===== src/rtl/buf_audio_in_if.sv =====
// ---------------------------------------------------------------------------
// buf_audio_in_if
// Read-side bus of the I2S receive buffer.
//   adv_read_enable    consumer -> buffer  single-cycle pop of the head word
//   audio_channel_out  buffer -> consumer  head word replicated on every channel
//   sample_valid       buffer -> consumer  buffer holds at least one word
//   buffer_ready       buffer -> consumer  buffer can accept another word
//   buffer_full        buffer -> consumer  buffer full, or an overflow has occurred
// Modports: slave = the buffer, master = the consumer.
// ---------------------------------------------------------------------------
interface buf_audio_in_if #(
    parameter int NUM_AUDIO_CHANNELS = 8,
    parameter int AUDIO_WIDTH        = 24
);
    logic                   adv_read_enable;
    logic [AUDIO_WIDTH-1:0] audio_channel_out [NUM_AUDIO_CHANNELS];
    logic                   sample_valid;
    logic                   buffer_ready;
    logic                   buffer_full;

    modport slave (
        input  adv_read_enable,
        output audio_channel_out,
        output sample_valid,
        output buffer_ready,
        output buffer_full
    );

    modport master (
        output adv_read_enable,
        input  audio_channel_out,
        input  sample_valid,
        input  buffer_ready,
        input  buffer_full
    );
endinterface


===== src/rtl/buf_audio_in.sv =====
// ---------------------------------------------------------------------------
// buf_audio_in
// I2S receiver feeding a small FIFO. Serial words are captured in the sys_clk
// domain from synchronized copies of the I2S pins, MSB-aligned to AUDIO_WIDTH
// and queued. The head word is presented on every output channel.
//
// Ports:
//   sys_clk    system clock, rising edge
//   sys_rst    synchronous active-high reset
//   i2s_bclk   I2S bit clock (asynchronous, <= sys_clk/4)
//   i2s_lrclk  I2S word select (0 = left, 1 = right)
//   i2s_data   I2S serial data, MSB first
//   bus        buf_audio_in_if.slave read-side bus
//
// Build option: define BUF_AUDIO_IN_OVERWRITE_EN to make a push into a full
// FIFO overwrite the oldest entry instead of dropping the new word.
// ---------------------------------------------------------------------------
module buf_audio_in #(
    parameter int I2S_WIDTH          = 24,
    parameter int NUM_AUDIO_CHANNELS = 8,
    parameter int AUDIO_WIDTH        = 24,
    parameter int BUFFER_DEPTH       = 4
) (
    input  logic            sys_clk,
    input  logic            sys_rst,
    input  logic            i2s_bclk,
    input  logic            i2s_lrclk,
    input  logic            i2s_data,
    buf_audio_in_if.slave   bus
);
    localparam int CNT_W   = $clog2(I2S_WIDTH + 1);
    localparam int PTR_W   = $clog2(BUFFER_DEPTH);
    localparam int COUNT_W = PTR_W + 1;

    typedef enum logic {
        ST_UNARMED,
        ST_ARMED
    } rx_state_t;

    // Receiver state
    logic [1:0]             r_bclk_sync, r_lrclk_sync, r_data_sync;
    logic                   r_prev_bclk, r_prev_lrclk;
    logic [I2S_WIDTH-1:0]   r_shift_reg;
    logic [CNT_W-1:0]       r_bit_counter;
    rx_state_t              r_rx_state, w_rx_state_next;

    // FIFO state
    logic [AUDIO_WIDTH-1:0] r_mem [BUFFER_DEPTH];
    logic [PTR_W-1:0]       r_wr_ptr, r_rd_ptr;
    logic [COUNT_W-1:0]     r_count;
    logic                   r_overflow;
    logic [AUDIO_WIDTH-1:0] r_audio_out;
    logic                   r_sample_valid;

    logic                   w_bclk_fall, w_lrclk_change;
    logic [I2S_WIDTH-1:0]   w_shift_next;
    logic [CNT_W-1:0]       w_bit_count_next;
    logic [AUDIO_WIDTH-1:0] w_word;
    logic                   w_push, w_pop, w_full, w_write;
    logic [PTR_W-1:0]       w_wr_ptr_next, w_rd_ptr_next;
    logic [COUNT_W-1:0]     w_count_next;
    logic                   w_overflow_next;
    logic [AUDIO_WIDTH-1:0] w_head_next;

    assign w_bclk_fall    = r_prev_bclk & ~r_bclk_sync[1];
    assign w_lrclk_change = r_prev_lrclk ^ r_lrclk_sync[1];

    // A bit arriving in the same cycle as the word-select change belongs to
    // the word that is ending, so the completeness check uses the next values.
    // NOTE: every always_comb output gets a default first so no latch is inferred.
    always_comb begin
        w_shift_next     = r_shift_reg;
        w_bit_count_next = r_bit_counter;
        if (w_bclk_fall) begin
            w_shift_next = {r_shift_reg[I2S_WIDTH-2:0], r_data_sync[1]};
            if (r_bit_counter != CNT_W'(I2S_WIDTH))
                w_bit_count_next = r_bit_counter + CNT_W'(1);
        end
    end

    generate
        if (I2S_WIDTH >= AUDIO_WIDTH) begin : g_truncate
            assign w_word = w_shift_next[I2S_WIDTH-1 -: AUDIO_WIDTH];
        end else begin : g_pad
            assign w_word = {w_shift_next, {(AUDIO_WIDTH-I2S_WIDTH){1'b0}}};
        end
    endgenerate

    // The first word-select change after reset only arms the receiver, so the
    // word in flight at reset release never reaches the FIFO.
    always_comb begin
        w_rx_state_next = r_rx_state;
        w_push          = 1'b0;
        if (w_lrclk_change) begin
            if (r_rx_state == ST_UNARMED)
                w_rx_state_next = ST_ARMED;
            else if (w_bit_count_next == CNT_W'(I2S_WIDTH))
                w_push = 1'b1;
        end
    end

    // NOTE: sequential state uses non-blocking assignments only.
    always_ff @(posedge sys_clk) begin
        if (sys_rst) begin
            r_bclk_sync   <= '0;
            r_lrclk_sync  <= '0;
            r_data_sync   <= '0;
            r_prev_bclk   <= 1'b0;
            r_prev_lrclk  <= 1'b0;
            r_shift_reg   <= '0;
            r_bit_counter <= '0;
            r_rx_state    <= ST_UNARMED;
        end else begin
            r_bclk_sync   <= {r_bclk_sync[0],  i2s_bclk};
            r_lrclk_sync  <= {r_lrclk_sync[0], i2s_lrclk};
            r_data_sync   <= {r_data_sync[0],  i2s_data};
            r_prev_bclk   <= r_bclk_sync[1];
            r_prev_lrclk  <= r_lrclk_sync[1];
            r_shift_reg   <= w_shift_next;
            r_bit_counter <= w_lrclk_change ? '0 : w_bit_count_next;
            r_rx_state    <= w_rx_state_next;
        end
    end

    // FIFO next-state. Pointers are PTR_W bits wide, so they wrap on their own.
    assign w_pop  = bus.adv_read_enable && (r_count != '0);
    assign w_full = (r_count == COUNT_W'(BUFFER_DEPTH));

    always_comb begin
        w_write         = 1'b0;
        w_wr_ptr_next   = r_wr_ptr;
        w_rd_ptr_next   = r_rd_ptr;
        w_count_next    = r_count;
        w_overflow_next = r_overflow;
        if (w_pop)
            w_rd_ptr_next = r_rd_ptr + PTR_W'(1);
        if (w_push) begin
            if (!w_full || w_pop) begin
                w_write       = 1'b1;
                w_wr_ptr_next = r_wr_ptr + PTR_W'(1);
                if (!w_pop)
                    w_count_next = r_count + COUNT_W'(1);
            end else begin
                w_overflow_next = 1'b1;
`ifdef BUF_AUDIO_IN_OVERWRITE_EN
                // Full: the new word takes the oldest slot and the head moves on.
                w_write       = 1'b1;
                w_wr_ptr_next = r_wr_ptr + PTR_W'(1);
                w_rd_ptr_next = r_rd_ptr + PTR_W'(1);
`endif
            end
        end else if (w_pop) begin
            w_count_next = r_count - COUNT_W'(1);
        end

        // Outputs are registered from the next state; a word written this cycle
        // into the new head slot is forwarded since r_mem is not yet updated.
        if (w_count_next == '0)
            w_head_next = '0;
        else if (w_write && (w_rd_ptr_next == r_wr_ptr))
            w_head_next = w_word;
        else
            w_head_next = r_mem[w_rd_ptr_next];
    end

    always_ff @(posedge sys_clk) begin
        if (sys_rst) begin
            r_wr_ptr       <= '0;
            r_rd_ptr       <= '0;
            r_count        <= '0;
            r_overflow     <= 1'b0;
            r_audio_out    <= '0;
            r_sample_valid <= 1'b0;
        end else begin
            r_wr_ptr       <= w_wr_ptr_next;
            r_rd_ptr       <= w_rd_ptr_next;
            r_count        <= w_count_next;
            r_overflow     <= w_overflow_next;
            r_audio_out    <= w_head_next;
            r_sample_valid <= (w_count_next != '0);
        end
    end

    // NOTE: storage is not reset; count and pointers define which entries are live.
    always_ff @(posedge sys_clk) begin
        if (!sys_rst && w_write)
            r_mem[r_wr_ptr] <= w_word;
    end

    generate
        for (genvar g = 0; g < NUM_AUDIO_CHANNELS; g++) begin : g_channel
            assign bus.audio_channel_out[g] = r_audio_out;
        end
    endgenerate

    assign bus.sample_valid = r_sample_valid;
    assign bus.buffer_ready = (r_count < COUNT_W'(BUFFER_DEPTH));
    assign bus.buffer_full  = w_full || r_overflow;

endmodule


===== src/flat_wrapper.sv =====
// flat-port wrapper written by rule: the top's interface ports become plain ports
module buf_audio_in_flat 
#(
    parameter int I2S_WIDTH          = 24,
    parameter int NUM_AUDIO_CHANNELS = 8,
    parameter int AUDIO_WIDTH        = 24,
    parameter int BUFFER_DEPTH       = 4
)
  (sys_clk, sys_rst, i2s_bclk, i2s_lrclk, i2s_data, bus_adv_read_enable, bus_audio_channel_out, bus_sample_valid, bus_buffer_ready, bus_buffer_full);
  buf_audio_in_if #(.NUM_AUDIO_CHANNELS(NUM_AUDIO_CHANNELS), .AUDIO_WIDTH(AUDIO_WIDTH)) bus_i ();
  input  logic sys_clk;
  input  logic sys_rst;
  input  logic i2s_bclk;
  input  logic i2s_lrclk;
  input  logic i2s_data;
  input wire logic [$bits(bus_i.adv_read_enable)-1:0] bus_adv_read_enable;
  output wire logic [$bits(bus_i.audio_channel_out)-1:0] bus_audio_channel_out;
  output wire logic [$bits(bus_i.sample_valid)-1:0] bus_sample_valid;
  output wire logic [$bits(bus_i.buffer_ready)-1:0] bus_buffer_ready;
  output wire logic [$bits(bus_i.buffer_full)-1:0] bus_buffer_full;
  assign bus_i.adv_read_enable = bus_adv_read_enable;
  assign bus_audio_channel_out = {>>{bus_i.audio_channel_out}};
  assign bus_sample_valid = bus_i.sample_valid;
  assign bus_buffer_ready = bus_i.buffer_ready;
  assign bus_buffer_full = bus_i.buffer_full;
  buf_audio_in #(.I2S_WIDTH(I2S_WIDTH), .NUM_AUDIO_CHANNELS(NUM_AUDIO_CHANNELS), .AUDIO_WIDTH(AUDIO_WIDTH), .BUFFER_DEPTH(BUFFER_DEPTH)) u_core (.sys_clk(sys_clk), .sys_rst(sys_rst), .i2s_bclk(i2s_bclk), .i2s_lrclk(i2s_lrclk), .i2s_data(i2s_data), .bus(bus_i));
endmodule

===== config.mk =====
export PLATFORM = sky130hd
export DESIGN_NAME = buf_audio_in_flat
export DESIGN_NICKNAME = d
export VERILOG_FILES = /design/src/rtl/buf_audio_in_if.sv /design/src/rtl/buf_audio_in.sv /design/src/flat_wrapper.sv
export SDC_FILE = /design/constraint.sdc
export NUM_CORES = 1
export LEC_CHECK = 0
export CORE_ASPECT_RATIO = 0.8
export CORE_MARGIN = 5
export CORE_UTILIZATION = 53
export CTS_CLUSTER_DIAMETER = 40
export DETAILED_ROUTE_END_ITERATION = 10
export GPL_TIMING_DRIVEN = 0
export PLACE_DENSITY = 0.91
export SYNTH_ARGS = -nofsm -noshare
export SYNTH_HDL_FRONTEND = slang
export SYNTH_SLANG_ARGS = --single-unit

===== constraint.sdc =====
create_clock -name sys_clk -period 4.5 [get_ports sys_clk]
set_input_delay 1.125 -clock sys_clk [delete_from_list [all_inputs] [get_ports sys_clk]]
set_output_delay 1.125 -clock sys_clk [all_outputs]
set_load 0.1 [all_outputs]

After elaboration in Yosys (flattened, before gate mapping):

Memories as Yosys holds them, arrays and structs flattened. A register that Yosys moved wholly into a read port is not among the register bits.
Index checks and enable logic that the tools add are counted.

* logic and storage cells: 55
* input port bits: 6
* register bits after elaboration: 47
* RAM bits: 96
* memories: 1
* output and inout port bits: 195

* add/sub/neg operators: 5
* muxes and demuxes: 15
* reduce and logical (&&, ||, !) cells: 13
* bitwise operators: 4
* equal/unequal tests: 3
* magnitude comparators: 1

Memory list
* u_core.r_mem: words 4, width 24, rd ports 1, clocked after memory_dff 1, wr ports 1, RTL line buf_audio_in.sv:48 `logic [AUDIO_WIDTH-1:0] r_mem [BUFFER_DEPTH];`

Operators by type and width (number)
* 2-to-1 mux 24 bit: 1
* 2-to-1 mux 3 bit: 4
* 2-to-1 mux 5 bit: 2
* 2-to-1 mux 1 bit: 7
* nonzero test 3 bit: 2
* adder 5 x 1 -> 5 bit, second input constant: 1
* == test 5 bit, second input constant: 1
* != test 5 bit, second input constant: 1
* adder 2 x 1 -> 2 bit, second input constant: 2
* AND reduction 2 bit: 2
* OR reduction 2 bit: 2
* adder 3 x 1 -> 3 bit, second input constant: 1
* == test 3 bit, second input constant: 1
* logical NOT 3 bit: 1
* < comparator 3 bit, second input constant: 1
* subtractor 3 x 1 -> 3 bit, second input constant: 1
* logical AND 1 bit: 2
* logical NOT 1 bit: 2
* logical OR 1 bit: 2
* 2-to-1 mux 2 bit: 1
* NOT 1 bit: 2
* bitwise AND 1 bit: 1
* XOR 1 bit: 1

Logic depth before layout (Yosys ltp):

* word-level depth: 11
* gate-level depth with buffers: 12
* depth with buffers taken out: 9

Worst setup path before layout:

No wires, ideal clock.

* path type: input-to-reg
* start: input port bus_adv_read_enable
* end: register u_core.r_audio_out[0], read port of u_core.r_mem
* data required time: 4385 ps
* data arrival time: 2947 ps
* buffers on the path: 3
* setup slack: 1438 ps
* stages: 9
* setup time: 115 ps
* path through: buf_12 > a21boi_2 > xnor2_2 > xnor2_1 > or4_1 > buf_6 > buf_6 > mux2i_1 > nor2_2

* cells in the longest elaborated chain, start to end: 6
* elaborated cells between the ends (all ways): 9
* those cells by class: mux (5); reduce/logical (4)

RTL lines
* start: declaration: RTL line flat_wrapper.sv:16 `input wire logic [$bits(bus_i.adv_read_enable)-1:0] bus_adv_read_enable;`
* logical AND 1 bit (*): RTL line buf_audio_in.sv:126 `assign w_pop = bus.adv_read_enable && (r_count != '0);`
* 2-to-1 mux 3 bit or logical OR 1 bit (tied branches): RTL line buf_audio_in.sv:141, buf_audio_in.sv:138
* 2-to-1 mux 3 bit: RTL line buf_audio_in.sv:138 `if (!w_full || w_pop) begin`
* 2-to-1 mux 3 bit: RTL line buf_audio_in.sv:137 `if (w_push) begin`
* logical NOT 3 bit: RTL line buf_audio_in.sv:158 `if (w_count_next == '0)`
* OR reduction 2 bit (no source line)
* end: declaration: RTL line buf_audio_in.sv:52 `logic [AUDIO_WIDTH-1:0] r_audio_out;`

Mark *: on every way between the ends. The rest lies on a longest branch, timed or not.
A chain may end at the register's enable or synchronous reset.

Worst setup path in the final report:

* start: register u_core.r_bit_counter[0]
* end: memory u_core.r_mem[3][19] (enable)

* cells in the longest elaborated chain, start to end: 11
* elaborated cells between the ends (all ways): 12
* those cells by class: add/sub (1); eq/ne (2); mux (8); reduce/logical (1)

RTL lines
* start: declaration: RTL line buf_audio_in.sv:44 `logic [CNT_W-1:0] r_bit_counter;`
* start signal: assignment: RTL line buf_audio_in.sv:120 `r_bit_counter <= w_lrclk_change ? '0 : w_bit_count_next;`
* adder 5 x 1 -> 5 bit or != test 5 bit (tied branches): RTL line buf_audio_in.sv:77, buf_audio_in.sv:76
* 2-to-1 mux 5 bit: RTL line buf_audio_in.sv:76 `if (r_bit_counter != CNT_W'(I2S_WIDTH))`
* 2-to-1 mux 5 bit (*): RTL line buf_audio_in.sv:74 `if (w_bclk_fall) begin`
* == test 5 bit (*): RTL line buf_audio_in.sv:97 `else if (w_bit_count_next == CNT_W'(I2S_WIDTH))`
* 2-to-1 mux 1 bit (*): RTL line buf_audio_in.sv:97
* 2-to-1 mux 1 bit (*): RTL line buf_audio_in.sv:95 `if (r_rx_state == ST_UNARMED)`
* 2-to-1 mux 1 bit (*): RTL line buf_audio_in.sv:94 `if (w_lrclk_change) begin`
* 2-to-1 mux 1 bit (*): RTL line buf_audio_in.sv:137
* logical AND 1 bit (*): RTL line buf_audio_in.sv:186 `if (!sys_rst && w_write)`
* 2-to-1 mux 1 bit (*): RTL line buf_audio_in.sv:186
* 2-to-1 mux 1 bit (implied by the code) (*): RTL line buf_audio_in.sv:187 `r_mem[r_wr_ptr] <= w_word;`
* end: declaration: RTL line buf_audio_in.sv:48

Marks and branches as above.

==> impl_results.md <==
* Sequential power share at 0.543
* Critical Path RT at 4.53 ns
* Pin count of the biggest net entering global routing at 25
* Async SR Flop Fraction at 0
* Clock share of power at 0.445
* Switching part of the total power at 0.206
* First-pass GRT wire length at 25,800 um
* PwrDens at 275 mW/mm^2
* Int Pwr at 2.34 mW
* Largest family of logic cells by synthesized area: buffers and inverters
* HP Class: flip-flop to flip-flop
* CP Capture Type: flip-flop
* Rows at 40
* Tightest Pin Transition at 1.33 ns
* Fin crit share at 0.842
* Placer Congestion at 0.834
* Delay of the slowest critical-path stage at 1.09 ns
* R2R Setup Slk at 0.71 ns
* CTS tree: yes
* Final setup fails at 0
* Yosys cell types at 57
* Root buf cell: clkbuf_16
* Logic gate share of total power at 0.011
* Core ar. at 0.0149 sq mm
* CTS sink cnt at 167
* CP Depth at 7
* Post-synthesis sequential area ratio at 0.541
* CP arrival at 3.82 ns
* Post-synth EDFFs at 96
* Max clock buf depth at 2
* Gate Count Post-Synth at 599
* Worst slew margin at 0.116
* Syn avg cell area at 13.3 sq um
* Total Nets Final at 832
* Xor-xnor portion of the synthesized cell area at 0.0129
* Die area at 0.0176 sq mm
* Crit start category: flip-flop
* Syn nets at 614
* Worst setup path endpoint: u_core.r_mem[3][19]
* Total track usage at 0.185
* R2r worst-path depth at 7
* Most frequent cells in the layout: 199 x clkdlybuf4s50_1, 168 x buf_4, 96 x edfxtp_1
* Die Height at 120 um
* DR pass1 iterations at 4
* Crit path from: u_core.r_bit_counter[0]
* Max VDD drop at 0.289 mV
* Final Max Tran Viols at 0
* Share of cells above drive strength 1 at 0.345
* Clk slew on worst S/H paths at 0.07 ns
* Io pins at 201
* Final Skew at 0.0143 ns
* N_diodes at 0
* Cells along the critical path: inv_1 -> ha_1 -> or4b_1 -> o32a_1 -> and2_4 -> nor4b_1 -> and2_1
* TritonCTS Buffers at 17
* Setup TNS at 0 ns
* Vias in the first global route at 5,000
* Final ANT Viol Nets at 0
* Psw at 0.609 mW
* Mapped Area at 0.00795 sq mm
* Cts repair resizes at 0
* Post-DP HPWL at 11,200 um
* Port bufs at 199
* Number of setup buffers added after CTS at 0
* Multiplexer share of the synthesized area at 0.135
* Leak Pwr at 4.49 nW
* Hold Fails Final Rpt at 0
* RR Startpoint: u_core.r_bit_counter[0]
* Final WL at 16,500 um
* Minimum clock period at 3.79 ns
* F_max at 264 MHz
* Vias at 5,005
* Area Overhead vs Synth at 34.8%
* H-tree levels at 4
* GRT overflow at 0
* Chip Width at 147 um
* Commonest non-fill, non-tap cell in the layout: clkdlybuf4s50_1
* # hold bufs at CTS at 0
* Crit-path max FO at 24
* Simple-gate share of the synthesized area at 0.0891
* Post-route DRC at 0
* RSZ-0062 raised after global routing: no
* Hold WS at 0.441 ns
* Status: completed
* Vias per Instance at 4.91
* Max Cap Viol at 0
* Crit-path slowest cell: and2_1
* Crit path buffers/inverters at 1
* Largest register FFs at 96
* Initial antenna violation count at 0
* Post-synthesis adder-cell area fraction at 0.0142
* Worst r2r dst: u_core.r_mem[3][19]
* Clk_lat worst skew at 0.42 ns
* Worst path top cell family by delay: simple AND/OR/NAND/NOR gates
* Synth Warn # at 0
* Post-synthesis compound-gate area fraction at 0.0250
* Crit Path Class: flip-flop to flip-flop
* Detailed Route Iter0 Violations at 255
* WL/cell at 16.2 um
* Ys flop type: edfxtp_1
* Seq cells post-synth at 167
* Initial Util at 0.535
[cell type report]
class                      count  area (sq um)
timing repair buffer         199          1990
clock buffer                  20           447
sequential                   167          4300
clock inverter                12          93.8
multi-input combinational    233          2190
tap                          189           236
inverter                      10          37.5
fill                         961          4150
buffer                       189          1410
[power by group through the flow]
| stage | clock network, mW | registers [mW] | logic (mW) |
|---|---|---|---|
| after CTS | 1.33 | 1.60 | 0.0337 |
| after global placement | 0 | 1.64 | 0.0323 |
| after floorplan | 0 | 1.64 | 0.0221 |
| after global routing | 1.40 | 1.60 | 0.0365 |
| after detailed placement | 0 | 1.64 | 0.0330 |
| final | 1.31 | 1.60 | 0.0337 |
[synthesized netlist by cell type (2+ instances only)]
library cell | n | area (sq um)
xor2_1 | 2 | 17.5
xnor2_1 | 6 | 52.6
mux2i_1 | 26 | 260
buf_4 | 168 | 1260
nand4b_1 | 2 | 17.5
o21ai_0 | 2 | 10.0
a21oi_1 | 4 | 20.0
nor2_2 | 9 | 56.3
buf_2 | 4 | 20.0
inv_2 | 2 | 7.51
mux2_2 | 24 | 270
mux4_2 | 24 | 541
clkbuf_1 | 9 | 33.8
nand2_1 | 7 | 26.3
nand2b_1 | 5 | 31.3
nor3_1 | 3 | 15.0
nor3b_1 | 2 | 15.0
and2_1 | 4 | 25.0
o2111ai_1 | 2 | 17.5
nor2_1 | 35 | 131
nand4_1 | 3 | 18.8
and2_4 | 2 | 17.5
edfxtp_1 | 96 | 2880
inv_1 | 8 | 30.0
ha_1 | 9 | 113
dfxtp_1 | 71 | 1420
nor2b_1 | 34 | 213
buf_6 | 7 | 78.8
[through the flow]
stage                     cells  worst slack, ns  power [mW]  cell area (sq um)  utilization
after floorplan             599             1.44        1.66               7950            -
after global placement      987            0.679        1.67              10200        0.685
after detailed placement    987            0.620        1.67              10200        0.685
after CTS                  1019            0.693        2.97              10700        0.721
after global routing       1019            0.477        3.04              10700        0.721
final                      1019            0.711        2.95              10700        0.721
[kinds of logic after synthesis]
family | Yosys count
muxes | 74
xor gates and xnor gates | 10
DFF | 167
adders and majority gates | 9
AOI/OAI and AO/OA | 21
and+or+nand+nor | 119
buffers and inverters | 199
[worst min path at each step]
stage | slack (ns) | depth (start not counted) | startpoint | endpoint
3_3_place_gp | 0.42 | 1 | u_core.r_bclk_sync[0] | u_core.r_bclk_sync[1]
2_1_floorplan | 0.41 | 1 | u_core.r_bclk_sync[0] | u_core.r_bclk_sync[1]
6_report | 0.44 | 1 | u_core.r_lrclk_sync[0] | u_core.r_lrclk_sync[1]
5_1_grt | 0.46 | 1 | u_core.r_lrclk_sync[0] | u_core.r_lrclk_sync[1]
4_1_cts | 0.44 | 1 | u_core.r_lrclk_sync[0] | u_core.r_lrclk_sync[1]
3_5_place_dp | 0.43 | 1 | u_core.r_data_sync[0] | u_core.r_data_sync[1]
[metal layers]
metal / track usage / vias to the layer above / part of all wire
li1: - / 2362 / -
met1: 0.228 / 2433 / 0.41
met2: 0.317 / 197 / 0.50
met3: 0.0578 / 13 / 0.081
met4: 0.0524 / 0 / 0.0064
met5: 0 / - / 0
Power figures use the tool's default switching activity.
